<file path="config.mk">
export PLATFORM = sky130hd
export DESIGN_NAME = issue_select
export DESIGN_NICKNAME = d
export VERILOG_FILES = /design/src/rtl/issue_pkg.sv /design/src/rtl/issue_select_age_matrix.sv /design/src/rtl/issue_select.sv
export SDC_FILE = /design/constraint.sdc
export NUM_CORES = 1
export LEC_CHECK = 0
export ABC_AREA = 1
export BUFFER_PORTS_ARGS = -buffer_cell sky130_fd_sc_hd__buf_4
export CAP_MARGIN = 20
export CORE_AREA = 3 3 296 298
export DETAILED_ROUTE_END_ITERATION = 7
export DIE_AREA = 0 0 299 301
export PLACE_DENSITY = 0.3
export SYNTH_ARGS = -nofsm -noshare
export SYNTH_HDL_FRONTEND = slang
export SYNTH_HIERARCHICAL = 1
export SYNTH_SLANG_ARGS = --single-unit
</file>
<file path="constraint.sdc">
create_clock -name clk -period 3.1 [get_ports clk]
set_clock_uncertainty 0.1 [all_clocks]
set_input_delay 0.31 -clock clk [delete_from_list [all_inputs] [get_ports clk]]
set_output_delay 0.31 -clock clk [all_outputs]
set_load 0.05 [all_outputs]
</file>
<file path="src/rtl/issue_pkg.sv">
// Shared types for the issue select stage: the micro-op record and register-type codes.
package issue_pkg;

  localparam int ISSUE_PREG_W = 7;

  localparam logic [1:0] RT_FIX = 2'b00;
  localparam logic [1:0] RT_FLT = 2'b01;
  localparam logic [1:0] RT_X   = 2'b10;

  typedef struct packed {
    logic [6:0]              uopc;
    logic [31:0]             inst;
    logic [11:0]             br_mask;
    logic [ISSUE_PREG_W-1:0] pdst;
    logic [ISSUE_PREG_W-1:0] prs1;
    logic [ISSUE_PREG_W-1:0] prs2;
    logic                    ldst_val;
    logic [1:0]              dst_rtype;
    logic [1:0]              lrs1_rtype;
    logic [1:0]              lrs2_rtype;
    logic                    bypassable;
  } uop_t;

  // A uop produces a wakeup only if it writes a real destination register.
  function automatic logic has_wakeup(input uop_t u);
    return u.ldst_val && (u.dst_rtype != RT_X);
  endfunction

endpackage

</file>
<file path="src/rtl/issue_select_age_matrix.sv">
// Age matrix for oldest-first selection; age_q[i][j]=1 means slot i is older than slot j.
module age_matrix
  import issue_pkg::*;
#(
  parameter int NUM_SLOTS = 8
) (
  input  logic                 clk,
  input  logic                 reset,
  input  logic [NUM_SLOTS-1:0] alloc,
  input  logic [NUM_SLOTS-1:0] request,
  output logic [NUM_SLOTS-1:0] oldest
);

  logic [NUM_SLOTS-1:0] age_q [NUM_SLOTS];
  logic [NUM_SLOTS-1:0] age_d [NUM_SLOTS];
  logic [NUM_SLOTS-1:0] cand;

  always_comb begin
    age_d = age_q;
    for (int i = 0; i < NUM_SLOTS; i++) begin
      for (int j = 0; j < NUM_SLOTS; j++) begin
        if (i == j) begin
          age_d[i][j] = 1'b0;
        end else if (alloc[i]) begin
          // Among same-cycle allocations the lower index is the older one.
          age_d[i][j] = alloc[j] && (j > i);
        end else if (alloc[j]) begin
          age_d[i][j] = 1'b1;
        end
      end
    end
  end

  always_ff @(posedge clk) begin
    if (reset) begin
      age_q <= '{default: '0};
    end else begin
      age_q <= age_d;
    end
  end

  genvar gi, gj;
  generate
    for (gi = 0; gi < NUM_SLOTS; gi++) begin : g_col
      logic [NUM_SLOTS-1:0] older;
      for (gj = 0; gj < NUM_SLOTS; gj++) begin : g_bit
        assign older[gj] = age_q[gj][gi];
      end
      assign cand[gi] = request[gi] & ~|(older & request);
    end
  endgenerate

  // Slots with no recorded ordering (e.g. after reset) tie; the lowest index wins.
  always_comb begin
    logic found;
    found  = 1'b0;
    oldest = '0;
    for (int i = 0; i < NUM_SLOTS; i++) begin
      if (cand[i] && !found) begin
        oldest[i] = 1'b1;
        found     = 1'b1;
      end
    end
  end

endmodule

</file>
<file path="src/rtl/issue_select.sv">
// Issue select: picks one requesting slot per cycle, registers the uop, and broadcasts wakeups.
// Define ISSUE_SELECT_AGE_EN for oldest-first selection; otherwise the lowest index wins.
module issue_select
  import issue_pkg::*;
#(
  parameter int NUM_SLOTS = 8,
  parameter int PREG_W    = ISSUE_PREG_W
) (
  input  logic                        clk,
  input  logic                        reset,
  input  logic [NUM_SLOTS-1:0]        io_request,
  input  logic [NUM_SLOTS-1:0]        io_alloc,
  input  uop_t [NUM_SLOTS-1:0]        io_slot_uop,
  output logic [NUM_SLOTS-1:0]        io_grant,
  input  logic                        io_kill,
  input  logic                        io_fu_ready,
  output logic                        io_out_valid,
  output uop_t                        io_out_uop,
  output logic                        io_wakeup_valid,
  output logic [PREG_W-1:0]           io_wakeup_pdst
);

  logic [NUM_SLOTS-1:0] sel_oh;
  logic                 can_issue;
  logic                 any_grant;
  uop_t                 sel_uop;

  logic                 out_valid_q, out_valid_d;
  uop_t                 out_uop_q, out_uop_d;
  logic                 wakeup_valid_q, wakeup_valid_d;
  logic [PREG_W-1:0]    wakeup_pdst_q, wakeup_pdst_d;

`ifdef ISSUE_SELECT_AGE_EN
  // A slot being written this cycle cannot request until the next one.
  age_matrix #(.NUM_SLOTS(NUM_SLOTS)) u_age_matrix (
    .clk     (clk),
    .reset   (reset),
    .alloc   (io_alloc),
    .request (io_request & ~io_alloc),
    .oldest  (sel_oh)
  );
`else
  logic [NUM_SLOTS-1:0] unused_alloc;
  assign unused_alloc = io_alloc;

  always_comb begin
    logic found;
    found  = 1'b0;
    sel_oh = '0;
    for (int i = 0; i < NUM_SLOTS; i++) begin
      if (io_request[i] && !found) begin
        sel_oh[i] = 1'b1;
        found     = 1'b1;
      end
    end
  end
`endif

  assign can_issue = (!out_valid_q || io_fu_ready) && !io_kill && !reset;
  assign io_grant  = can_issue ? sel_oh : '0;
  assign any_grant = |io_grant;

  always_comb begin
    sel_uop = '0;
    for (int i = 0; i < NUM_SLOTS; i++) begin
      if (io_grant[i]) sel_uop = io_slot_uop[i];
    end
  end

  always_comb begin
    out_valid_d    = out_valid_q;
    out_uop_d      = out_uop_q;
    wakeup_valid_d = 1'b0;
    wakeup_pdst_d  = wakeup_pdst_q;
    if (io_kill) begin
      out_valid_d = 1'b0;
    end else if (any_grant) begin
      out_valid_d = 1'b1;
      out_uop_d   = sel_uop;
      if (has_wakeup(sel_uop)) begin
        wakeup_valid_d = 1'b1;
        wakeup_pdst_d  = PREG_W'(sel_uop.pdst);
      end
    end else if (io_fu_ready) begin
      out_valid_d = 1'b0;
    end
  end

  always_ff @(posedge clk) begin
    if (reset) begin
      out_valid_q    <= 1'b0;
      out_uop_q      <= '0;
      wakeup_valid_q <= 1'b0;
      wakeup_pdst_q  <= '0;
    end else begin
      out_valid_q    <= out_valid_d;
      out_uop_q      <= out_uop_d;
      wakeup_valid_q <= wakeup_valid_d;
      wakeup_pdst_q  <= wakeup_pdst_d;
    end
  end

  assign io_out_valid    = out_valid_q;
  assign io_out_uop      = out_uop_q;
  assign io_wakeup_valid = wakeup_valid_q;
  assign io_wakeup_pdst  = wakeup_pdst_q;

endmodule

</file>
# Word level (Yosys, flattened, before mapping)
# Cells that the tools add are included.
# word_totals
reg_bits	89
latchBits	0
mem_bits_rw	0
mem_bits_ro	0
word_cells	70
mem_count	0
# op_classes
addsub	0
mul	0
div	0
magnitude_cmp	0
eq_ne	1
n_shift	0
muxes	26
bitwise	2
reduce_logical	27
# op_table
operator	count
two-way mux 80 bit	8
two-way mux 1 bit	17
logical AND 1 bit	10
zero test 1 bit	10
two-way mux 8 bit	1
OR reduction 8 bit	1
AND reduction 3 bit	1
OR reduction 3 bit	1
inequality test 2 bit (second input constant)	1
inverter 1 bit	2
AND reduction 2 bit	1
nonzero test 2 bit	1
OR reduction 2 bit	1
logical OR 1 bit	1

# Longest topological paths before layout
# Gate-level depths: netlist of the first run.
# logic_depth
depth_word	34
ltp_mapped	15

# Least setup slack after synthesis of the first run
# No wires, ideal clock.
# synth_path
path_kind	register to register
startpoint	register out_valid_q, in the netlist io_out_valid
endpoint	register out_uop_q (netlist bit io_out_uop[64])
setup_ns	0.064
arrival_ns	2.419
t_required_ns	2.936
slack_ns	0.517
stages_incl_launch_ff	11
n_path_buf	3
period_less_slack_ns	2.583
path_cell_list	dfxtp_1 nand2_1 nand2_2 buf_4 nor2_2 buf_2 buf_1 a21oi_1 nand4_1 nor2_1 nor2_1
# synth_rtl
item	line_no	rtl
start, declared	issue_select.sv:28	logic out_valid_q, out_valid_d;
start signal, assigned	issue_select.sv:96	out_valid_q <= out_valid_d;
zero test 1 bit (*)	issue_select.sv:59	assign can_issue = (!out_valid_q || io_fu_ready) && !io_kill && !reset;
logical OR 1 bit (*)	issue_select.sv:59	
logical AND 1 bit (*) (2 in series)	issue_select.sv:59	
two-way mux 8 bit (*)	issue_select.sv:60	assign io_grant = can_issue ? sel_oh : '0;
named net io_grant[3]	issue_select.sv:14	output logic [NUM_SLOTS-1:0] io_grant,
two-way mux 80 bit (5 in series)	issue_select.sv:66	if (io_grant[i]) sel_uop = io_slot_uop[i];
end signal, assigned	issue_select.sv:97	out_uop_q <= out_uop_d;
end, declared	issue_select.sv:29	uop_t out_uop_q, out_uop_d;
# Mark *: on every way through the listed nets, which the timed path passes. The rest lies on a longest branch.
# A chain may end at the register's enable or synchronous reset.

# Worst setup path after layout of the first run
# layout_path
startpoint	register out_valid_q, in the netlist io_out_valid
endpoint	output io_grant[5]
# layout_between
elab_chain_len	5
# layout_lines
item	line_no
zero test 1 bit	issue_select.sv:59
logical OR 1 bit	issue_select.sv:59
logical AND 1 bit (2 in series)	issue_select.sv:59
two-way mux 8 bit	issue_select.sv:60
end, declared	issue_select.sv:14
# Every way passes these cells.

==> run_results.csv, run 1 <==
group,metric,value,unit
outcome,run_status,"completed",
clock_network,skew_pair_late_insertion_delay,0.38,ns
die,total_die_area,0.09000,mm²
synth,ys.warnings.count,6,
clock_network,numCtsBuffers,9,
synth,synth.top_cells.by_area,"sky130_fd_sc_hd__nand2_1 (28%), sky130_fd_sc_hd__dfxtp_1 (23%), sky130_fd_sc_hd__nand3_1 (9.3%), sky130_fd_sc_hd__nor2_1 (7.7%), sky130_fd_sc_hd__nand4_1 (6.8%)",
min_path,min_path_type,"input pin to flip-flop",
pwr,power.density_cell_area,269.5,mW/mm²
synth,cell_accounting_for_the_most_synthesized_area,"sky130_fd_sc_hd__nand2_1",
synth,synth_sequential_area_ratio,23.00,%
pwr,p_comb_share,38.5,%
worst_setup_path,timing.setup.critical_path_class,"flip-flop to primary output",
route,post_drt_wl_per_cell,21.25,µm
route,wirelength,70.62,mm
die,start_util,9.097,%
clock_network,clock_path_buffers,2,
pwr,max-vdd-ir-drop,220.8,µV
clock_network,htree_num_levels,3,
synth,synth_edf_count,0,
worst_setup_path,cp_data_required_time,2.69,ns
sta,slew_hr,36.12,%
global_route,grt_first_pass_wirelength,95.99,mm
synth,postSynthAreaPerCell,5.298,µm²
route,initialDrtViolationCount,740,
sta,rsz0062_at_grt,"no",
route,drtAntennaViolNets,0,
worst_setup_path,critPathCaptureType,"primary output",
sta,timing.final.ws_setup,0.3333,ns
route,detailedRoute.firstPassIterationCount,5,
route,routed-via-count,12630,
flow_run,timing.max_cap.violations,0,
synth,post_synthesis_net_count,2122,
sta,timing_max_transition_violations_final,0,
sta,final.setup.tns,0,ns
route,drt_drc_violations_left,0,
synth,yosysMostFrequentCell,"sky130_fd_sc_hd__nand2_1",
worst_setup_path,startpoint_type,"flip-flop",
sta,period_minus_slack,2.767,ns
sta,fmax,361.4,MHz
die,io-pin-count,757,
die,floorplan.rows,107,
synth,post_synth_inst_count,1462,
pwr,power.share.switching,35.64,%
worst_setup_path,crit-reg2reg-capture,"io_out_uop[37]",
place,numPortBuffers,748,
synth,synthDominantCellAreaShare,28.30,%
pwr,cellInternalPower,2.644,mW
die,chipWidth,299,µm
global_route,vias_in_the_first_global_route,13160,
synth,async_flop_share,0,%
synth,synth_seq_cells,89,
synth,synth.top_cells.by_count,"sky130_fd_sc_hd__nand2_1 (584), sky130_fd_sc_hd__nor2_1 (159), sky130_fd_sc_hd__nand3_1 (144)",
min_path,hold-path-cell-count,5,
synth,syn-cell-area,0.007746,mm²
clock_network,postCtsResizedCells,0,
worst_setup_path,arrival,2.36,ns
route,routed_via_density,3.800,
sta,timing_hold_violations_final,0,
pwr,share_seq_of_total_power,30.7,%
pwr,switchingPower,1.464,mW
global_route,globalRouteOverflowTotal,0,
worst_setup_path,critical_path_peak_fanout,20,
worst_setup_path,r2r.worst_path.cells,12,
min_path,worstHoldEndpoint,"io_out_uop[71]",
finish,fin_nets,2829,
synth,synth.lib_cells_used.distinct,28,
clock_network,clk_root_buffer_cell,"sky130_fd_sc_hd__clkbuf_16",
finish,nFillCells,10110,
place,dp_hpwl,57.92,mm
min_path,timing.hold.worst.start,"io_slot_uop[631]",
clock_network,clkSinkCount,89,
clock_network,cts_tree,"built",
global_route,antenna_found_initial,10,
sta,final_min_period_over_clock_period,89.25,%
sta,report.final.setup_viol,0,
finish,syn_to_final_growth,96.75,%
clock_network,post_cts.repair.setup_buffers,0,
pwr,power_leakage,7.812,nW
die,placeableCoreArea,0.08515,mm²
sta,worst_slew_pin_slew,0.9547,ns
pwr,pwr-share-clk,30.8,%
place,placement.setup.worst_slack,0.3618,ns
synth,synthFlopType,"sky130_fd_sc_hd__dfxtp_1",
worst_setup_path,crit-reg2reg-launch,"io_out_valid",
clock_network,worst_setup_hold_path_clk_slew,0.08,ns
finish,layout-drive-gt1-share,38.32,%
place,routabilityCongestion,0.9067,
global_route,grt_use_total,14.89,%
worst_setup_path,reg2reg_slack,0.51,ns
worst_setup_path,setup.worst_path.start,"io_out_valid",
clock_network,postCtsHoldBufs,0,
global_route,grt_max_degree,57,
die,die-height,301,µm
-- routing by layer --
metal | routed length, µm | track usage (%) | vias up
met5 | 38 | 0 | -
met4 | 1897 | 4.660 | 6
met3 | 5470 | 4.686 | 79
met2 | 34760 | 25.92 | 550
met1 | 28460 | 17.35 | 5883
li1 | - | - | 6111
-- critical path, stage by stage (launching register included) --
cell                      delay [ns]
sky130_fd_sc_hd__dfxtp_1        0.32
sky130_fd_sc_hd__nand2_1        0.11
sky130_fd_sc_hd__nand2_2        0.28
sky130_fd_sc_hd__nor3_4         0.36
sky130_fd_sc_hd__buf_4          0.27
sky130_fd_sc_hd__buf_4          0.34
sky130_fd_sc_hd__buf_4          0.27
-- metrics by stage --
stage	cells	hold slack [ns]	utilization [%]	power, mW	instance area (µm²)
final	3323	0.1261	17.90	4.108	15240
after global routing	3322	0.1096	17.90	4.371	15240
after CTS	3318	0.08356	17.88	4.246	15230
after detailed placement	3302	0.3804	17.52	2.888	14920
after global placement	3302	0.3931	17.52	2.885	14920
after floorplan	1462	0.3654	-	1.878	7746
-- worst max-delay path by stage --
stage / to / slack (ns) / cells after the start
final: io_grant[5] / 0.33 / 6
after detailed placement: io_wakeup_pdst[4] / 0.36 / 11
after global routing: io_grant[7] / 0.11 / 7
after CTS: io_grant[5] / 0.23 / 6
after floorplan: io_out_uop[64] / 0.52 / 10
after global placement: io_wakeup_pdst[4] / 0.37 / 11
-- power by group through the flow --
stage / Sequential (mW) / Combinational, mW / Clock [mW]
4_1_cts: 1.26 / 1.60 / 1.38
2_1_floorplan: 1.53 / 0.348 / 0
3_5_place_dp: 1.29 / 1.60 / 0
6_report: 1.26 / 1.58 / 1.27
5_1_grt: 1.27 / 1.70 / 1.40
3_3_place_gp: 1.29 / 1.60 / 0
-- cell families (layout without fill, tap and decap cells) --
group / count (synthesis) / in the layout / synth area share (%)
buffers and inverters: 226 / 938 / 11.68
AO/OA/AOI/OAI: 159 / 159 / 11.19
other: 0 / 5 / 0
flip-flops: 89 / 89 / 23.00
AND/OR/NAND/NOR: 988 / 988 / 54.13
-- final cells by class --
class / count / area [µm²] / area share [%]
timing repair buffer: 789 / 6086 / 39.93
multi-input combinational: 1147 / 5117 / 33.58
sequential: 89 / 1782 / 11.69
tap: 1144 / 1431 / 9.392
inverter: 133 / 500.5 / 3.284
clock buffer: 10 / 239.0 / 1.568
clock inverter: 6 / 72.57 / 0.4762
antenna: 5 / 12.51 / 0.08209
-- layout by cell type (no fill, tap or decap), drive strengths merged, types with 2 or more instances in the layout --
| master | count |
|---|---|
| o21ai | 39 |
| nor3 | 6 |
| o211ai | 8 |
| clkbuf | 10 |
| a21oi | 93 |
| nand4 | 85 |
| clkinv | 2 |
| diode | 5 |
| dfxtp | 89 |
| nand3 | 144 |
| nor2 | 164 |
| nand2 | 586 |
| buf | 789 |
| a22oi | 19 |
| inv | 135 |
| and2 | 2 |
-- flip-flops by register name, summed over array words and instances (netlist names) --
register         flops
io_wakeup_pdst       7
io_out_valid         1
io_wakeup_valid      1
io_out_uop          80
(Power assumes the default switching activity.)
==> inputs of run 2 (changes only) <==
--- a/config.mk
+++ b/config.mk
@@ -11,7 +11,9 @@
 export CORE_AREA = 3 3 296 298
 export DETAILED_ROUTE_END_ITERATION = 7
 export DIE_AREA = 0 0 299 301
-export PLACE_DENSITY = 0.3
+export GPL_TIMING_DRIVEN = 0
+export MAX_ROUTING_LAYER = met4
+export PLACE_DENSITY_LB_ADDON = 0.3
 export SYNTH_ARGS = -nofsm -noshare
 export SYNTH_HDL_FRONTEND = slang
 export SYNTH_HIERARCHICAL = 1
==> run 2 against run 1 <==
Sequential power about the same; critical path depth increased by 6; die area unchanged; highest routed layer is now met4; fmax decreased by 5.3%; register-to-register slack got worse by 0.33 ns; setup slack got worse by 0.15 ns; critical path type is now flip-flop to flip-flop; sequential share of layout area decreased by 0.21 points.
==> run_results.csv, run 2 (synthesis results as in run 1) <==
group,metric,value,unit
die,total_die_area,0.09000,mm²
finish,largest_register_ffs,80,
worst_setup_path,setup.worst_path.start,"io_out_valid",
global_route,grt_first_pass_wirelength,99.43,mm
route,wirelength,76.09,mm
worst_setup_path,cp_data_required_time,3.28,ns
die,placeableCoreArea,0.08515,mm²
worst_setup_path,crit-reg2reg-launch,"io_out_valid",
sta,rsz0062_at_grt,"no",
worst_setup_path,critPathCaptureType,"flip-flop",
sta,final_min_period_over_clock_period,94.20,%
worst_setup_path,timing.setup.critical_path_class,"flip-flop to flip-flop",
route,routed-via-count,12810,
sta,period_minus_slack,2.920,ns
die,die-height,301,µm
global_route,antenna_found_initial,19,
clock_network,clkSinkCount,89,
clock_network,clock_path_buffers,2,
min_path,min_path_type,"input pin to flip-flop",
clock_network,clk_root_buffer_cell,"sky130_fd_sc_hd__clkbuf_16",
sta,report.final.setup_viol,0,
global_route,grt_max_degree,19,
sta,worst_slew_pin_slew,1.195,ns
finish,fin_nets,2903,
worst_setup_path,critical_path_peak_fanout,10,
finish,fin_util,18.23,%
route,initialDrtViolationCount,725,
clock_network,htree_num_levels,3,
die,floorplan.rows,107,
place,dpl-instance-area,0.01502,mm²
place,numPortBuffers,747,
clock_network,skew_pair_late_insertion_delay,0.38,ns
sta,final.setup.tns,0,ns
place,dp_hpwl,65.51,mm
global_route,globalRouteOverflowTotal,0,
route,drtAntennaViolNets,0,
worst_setup_path,startpoint_type,"flip-flop",
clock_network,cts_tree,"built",
clock_network,worst_setup_hold_path_clk_slew,0.09,ns
die,start_util,9.097,%
route,routed_via_density,3.761,
worst_setup_path,crit-reg2reg-capture,"io_out_uop[2]",
outcome,run_status,"completed",
finish,syn_to_final_growth,100.4,%
sta,timing_max_transition_violations_final,0,
finish,final_cell_mix,"sky130_fd_sc_hd__buf_4 (768), sky130_fd_sc_hd__nand2_1 (583), sky130_fd_sc_hd__nor2_1 (155)",
route,drt_drc_violations_left,0,
clock_network,numCtsBuffers,9,
die,chipWidth,299,µm
finish,final_cell_area,0.01552,mm²
flow_run,timing.max_cap.violations,0,
route,detailedRoute.firstPassIterationCount,5,
place,routabilityCongestion,0.9279,
pwr,power.density_cell_area,271.3,mW/mm²
worst_setup_path,reg2reg_slack,0.18,ns
die,io-pin-count,757,
global_route,vias_in_the_first_global_route,13040,
pwr,max-vdd-ir-drop,259.4,µV
worst_setup_path,arrival,3.10,ns
sta,timing_hold_violations_final,0,
finish,layout.cells.most_common,"sky130_fd_sc_hd__buf_4",
worst_setup_path,r2r.worst_path.cells,12,
sta,slew_hr,20.32,%
global_route,grt_use_total,16.47,%
clock_network,postCtsHoldBufs,0,
worst_setup_path,setup.worst_path.end,"io_out_uop[2]",
route,post_drt_wl_per_cell,22.35,µm
finish,layout-drive-gt1-share,37.90,%
pwr,power_leakage,7.968,nW
sta,fmax,342.4,MHz
==> run 2: changes by cell type in the layout (fill, tap and decap cells not counted), sizes merged <==
cell,previous run,this run
clkbuf,10,69
buf,789,803
diode,5,13
clkinv,2,4
clkinvlp,1,0
==> run 2: per-stage QoR <==
step                      power, mW  cells  hold slack [ns]  worst slack (ns)
final                         4.211   3405           0.1079            0.1798
after global routing          4.457   3400          0.09918           0.05741
after CTS                     4.309   3389          0.06821           0.01338
after detailed placement      2.910   3364           0.3787           -0.6591
after global placement        2.894   3353           0.3720            -1.812
after floorplan               1.878   1462           0.3654            0.5169
==> run 2: area by class of cell <==
cell class	instances	area, µm²
Timing Repair Buffer	771	5921
Fill cell	10120	69620
Buffer	92	429.2
Tap cell	1144	1431
Sequential cell	89	1782
Clock buffer	9	225.2
Clock inverter	7	95.09
Multi-Input combinational cell	1147	5110
Antenna cell	13	32.53
Inverter	133	499.2
==> run 2: power by group <==
| group | switching, mW | internal, mW | total [mW] | leakage (nW) |
|---|---|---|---|---|
| Clock | 0.675 | 0.653 | 1.33 | 0.157 |
| Combinational | 0.840 | 0.778 | 1.62 | 7.08 |
| Sequential | 0.0489 | 1.22 | 1.27 | 0.729 |
| Total | 1.56 | 2.65 | 4.21 | 7.97 |
==> run 2: critical path: stages (launching register included) <==
cell and delay, ns:
sky130_fd_sc_hd__dfxtp_1 0.35, sky130_fd_sc_hd__nand2_2 0.15, sky130_fd_sc_hd__nand2_2 0.13, sky130_fd_sc_hd__buf_4 0.24
sky130_fd_sc_hd__nor3_4 0.09, sky130_fd_sc_hd__buf_4 0.17, sky130_fd_sc_hd__clkbuf_1 0.27, sky130_fd_sc_hd__a22oi_1 0.37
sky130_fd_sc_hd__nand2_1 0.09, sky130_fd_sc_hd__a21oi_1 0.36, sky130_fd_sc_hd__nand4_1 0.16, sky130_fd_sc_hd__nor2_1 0.25
sky130_fd_sc_hd__nor2_1 0.06
==> run 2: timing repair <==
item	CTS	global route
gates cloned	0	0
endpoints found under the hold margin	0	0
endpoints found under the setup margin	67	32
resized for setup	15	8
setup buffers	10	3
pin swaps	4	1
==> run 2: routing by layer <==
metal / track usage, % / vias up / part of all wire, %
met2: 26.43 / 634 / 47
met1: 19.71 / 5828 / 42
li1: - / 6276 / -
met4: 4.986 / 0 / 2.5
met3: 5.155 / 67 / 9.1
met5: - / - / 0
==> run 2: worst min path at each step <==
stage | from | end | cells after the start
finish | io_kill | io_out_valid | 4
detailed placement | io_wakeup_pdst[3] | io_wakeup_pdst[3] | 2
CTS | io_kill | io_out_valid | 4
global placement | io_wakeup_pdst[4] | io_wakeup_pdst[4] | 2
floorplan | reset | io_out_valid | 3
global route | io_slot_uop[594] | io_out_uop[34] | 5
==> inputs of run 3 (changes only) <==
--- a/config.mk
+++ b/config.mk
@@ -8,9 +8,9 @@
 export ABC_AREA = 1
 export BUFFER_PORTS_ARGS = -buffer_cell sky130_fd_sc_hd__buf_4
 export CAP_MARGIN = 20
-export CORE_AREA = 3 3 296 298
+export CORE_AREA = 3 3 290 292
 export DETAILED_ROUTE_END_ITERATION = 7
-export DIE_AREA = 0 0 299 301
+export DIE_AREA = 0 0 293 295
 export GPL_TIMING_DRIVEN = 0
 export MAX_ROUTING_LAYER = met4
 export PLACE_DENSITY_LB_ADDON = 0.3
==> constraint.sdc (replaced) <==
create_clock -name clk -period 2.9 [get_ports clk]
set_clock_uncertainty 0.1 [all_clocks]
set_input_delay 0.29 -clock clk [delete_from_list [all_inputs] [get_ports clk]]
set_output_delay 0.29 -clock clk [all_outputs]
set_load 0.05 [all_outputs]
==> run 3 against run 2 <==
Critical path type unchanged; sequential power up 6%; hold slack worse by 0.013 ns; non-clock buffer count down 3; critical endpoint is now io_out_uop[4]; first-iteration DRC count down 21%; combinational power up 6%; design area down 0.85%; via count up 0.75%; utilization up 0.57 points; cell count down 2.2%; die area down 4.0%; power up 3.7%.
==> run_results.csv, run 3 (synthesis results as in run 1) <==
group,metric,value,unit
min_path,min_path_type,"input pin to flip-flop",
die,total_die_area,0.08644,mm²
sta,timing_max_transition_violations_final,0,
sta,final.setup.tns,0,ns
global_route,antenna_found_initial,22,
finish,largest_register_ffs,80,
die,start_util,9.464,%
route,routed_via_density,3.875,
route,routed-via-count,12900,
place,routabilityCongestion,0.9027,
outcome,run_status,"completed",
worst_setup_path,timing.critical_path.cells,"nand2_4 -> nand2_2 -> buf_8 -> nor2_4 -> buf_2 -> buf_2 -> a22oi_2 -> nand2_1 -> a21oi_1 -> nand4_1 -> nor2_1 -> nor2_1",
worst_setup_path,critPathMaxStageDelay,0.39,ns
finish,layout-drive-gt1-share,38.22,%
sta,final_min_period_over_clock_period,97.79,%
sta,worst_slew_pin_slew,1.018,ns
finish,final_cell_mix,"sky130_fd_sc_hd__buf_4 (763), sky130_fd_sc_hd__nand2_1 (583), sky130_fd_sc_hd__nor2_1 (155)",
route,post_drt_wl_per_cell,21.96,µm
place,dp_hpwl,63.44,mm
finish,fin_util,18.81,%
finish,syn_to_final_growth,98.71,%
sta,fmax,352.6,MHz
die,chipWidth,293,µm
clock_network,clkSinkCount,89,
worst_setup_path,cp_slowest_cell,"sky130_fd_sc_hd__dfxtp_1",
clock_network,postCtsHoldBufs,0,
clock_network,numCtsBuffers,9,
route,initialDrtViolationCount,573,
sta,timing_hold_violations_final,0,
finish,layout.cells.most_common,"sky130_fd_sc_hd__buf_4",
clock_network,skew_pair_late_insertion_delay,0.38,ns
finish,nFillCells,9661,
global_route,grt_use_total,16.53,%
route,drtAntennaViolNets,0,
die,placeableCoreArea,0.08185,mm²
die,die-height,295,µm
flow_run,timing.max_cap.violations,0,
finish,fin_nets,2900,
sta,slew_hr,31.87,%
global_route,grt_first_pass_wirelength,96.58,mm
pwr,power_leakage,7.960,nW
worst_setup_path,startpoint_type,"flip-flop",
pwr,max-vdd-ir-drop,287.1,µV
clock_network,clock_path_buffers,2,
sta,report.final.setup_viol,0,
worst_setup_path,critPathCaptureType,"flip-flop",
worst_setup_path,critical_path_peak_fanout,10,
global_route,grt_max_degree,18,
sta,rsz0062_at_grt,"no",
route,drt_drc_violations_left,0,
pwr,power.total,4.366,mW
worst_setup_path,arrival,3.02,ns
pwr,power.density_cell_area,283.7,mW/mm²
route,detailedRoute.firstPassIterationCount,7,
clock_network,cts_tree,"built",
die,floorplan.rows,105,
route,wirelength,73.11,mm
clock_network,worst_setup_hold_path_clk_slew,0.09,ns
clock_network,clk_root_buffer_cell,"sky130_fd_sc_hd__clkbuf_16",
sta,timing.final.ws_setup,0.06396,ns
global_route,globalRouteOverflowTotal,0,
sta,period_minus_slack,2.836,ns
place,placement.setup.worst_slack,-1.299,ns
clock_network,htree_num_levels,3,
place,numPortBuffers,747,
worst_setup_path,cp_data_required_time,3.08,ns
worst_setup_path,timing.setup.critical_path_class,"flip-flop to flip-flop",
die,io-pin-count,757,
global_route,vias_in_the_first_global_route,13000,
==> run 3: metrics by stage <==
stage / hold WS [ns] / cells / area, µm²
final: 0.09509 / 3329 / 15390
after global routing: 0.08472 / 3324 / 15380
after CTS: 0.05079 / 3316 / 15340
after detailed placement: 0.3851 / 3291 / 14910
after global placement: 0.3679 / 3279 / 14690
after floorplan: 0.3454 / 1462 / 7746
==> run 3: critical path, delay by kind of cell, from the launching register on <==
| kind | cells | cell delay, ns |
|---|---|---|
| AND/OR/NAND/NOR | 7 | 0.97 |
| flip-flops | 1 | 0.39 |
| buffers and inverters | 3 | 0.62 |
| AO/OA/AOI/OAI | 2 | 0.64 |
==> run 3: power by group <==
group          internal [mW]  leakage, nW  switching, mW
combinational          0.828         7.10          0.893
sequential              1.30        0.729         0.0476
clock                  0.600        0.136          0.698
==> run 3: per-layer routing <==
metal  up-vias  track usage [%]  share of wire [%]
met5         -                -                  0
met4         0            5.248                2.9
met3        80            3.944                6.9
met2       615            26.73                 47
met1      5930            20.33                 43
li1       6276                -                  -
==> run 3: path summary, 6_finish.rpt <==
kind / start / endpoint / slack (ns) / cells past startpoint
worst max-delay path: io_out_valid / io_out_uop[4] / 0.06 / 12
worst min-delay path: io_slot_uop[591] / io_out_uop[31] / 0.1 / 5
worst max register to register: io_out_valid / io_out_uop[4] / 0.06 / 12
worst min register to register: io_wakeup_pdst[6] / io_wakeup_pdst[6] / 0.40 / 2
==> run 3: layout make-up <==
type | instances | area [µm²] | share of cell area, %
Timing Repair Buffer | 768 | 5873 | 38.16
Antenna cell | 14 | 35.03 | 0.2276
Clock inverter | 7 | 62.56 | 0.4064
Clock buffer | 9 | 225.2 | 1.463
Tap cell | 1070 | 1339 | 8.698
Sequential cell | 89 | 1782 | 11.58
Multi-Input combinational cell | 1147 | 5129 | 33.32
Buffer | 92 | 447.9 | 2.910
Inverter | 133 | 499.2 | 3.243
==> run 3: timing repair <==
item | CTS | global route
pin swaps | 7 | 2
buffers inserted | 9 | 0
endpoints found under the setup margin | 91 | 37
resized for setup | 28 | 16
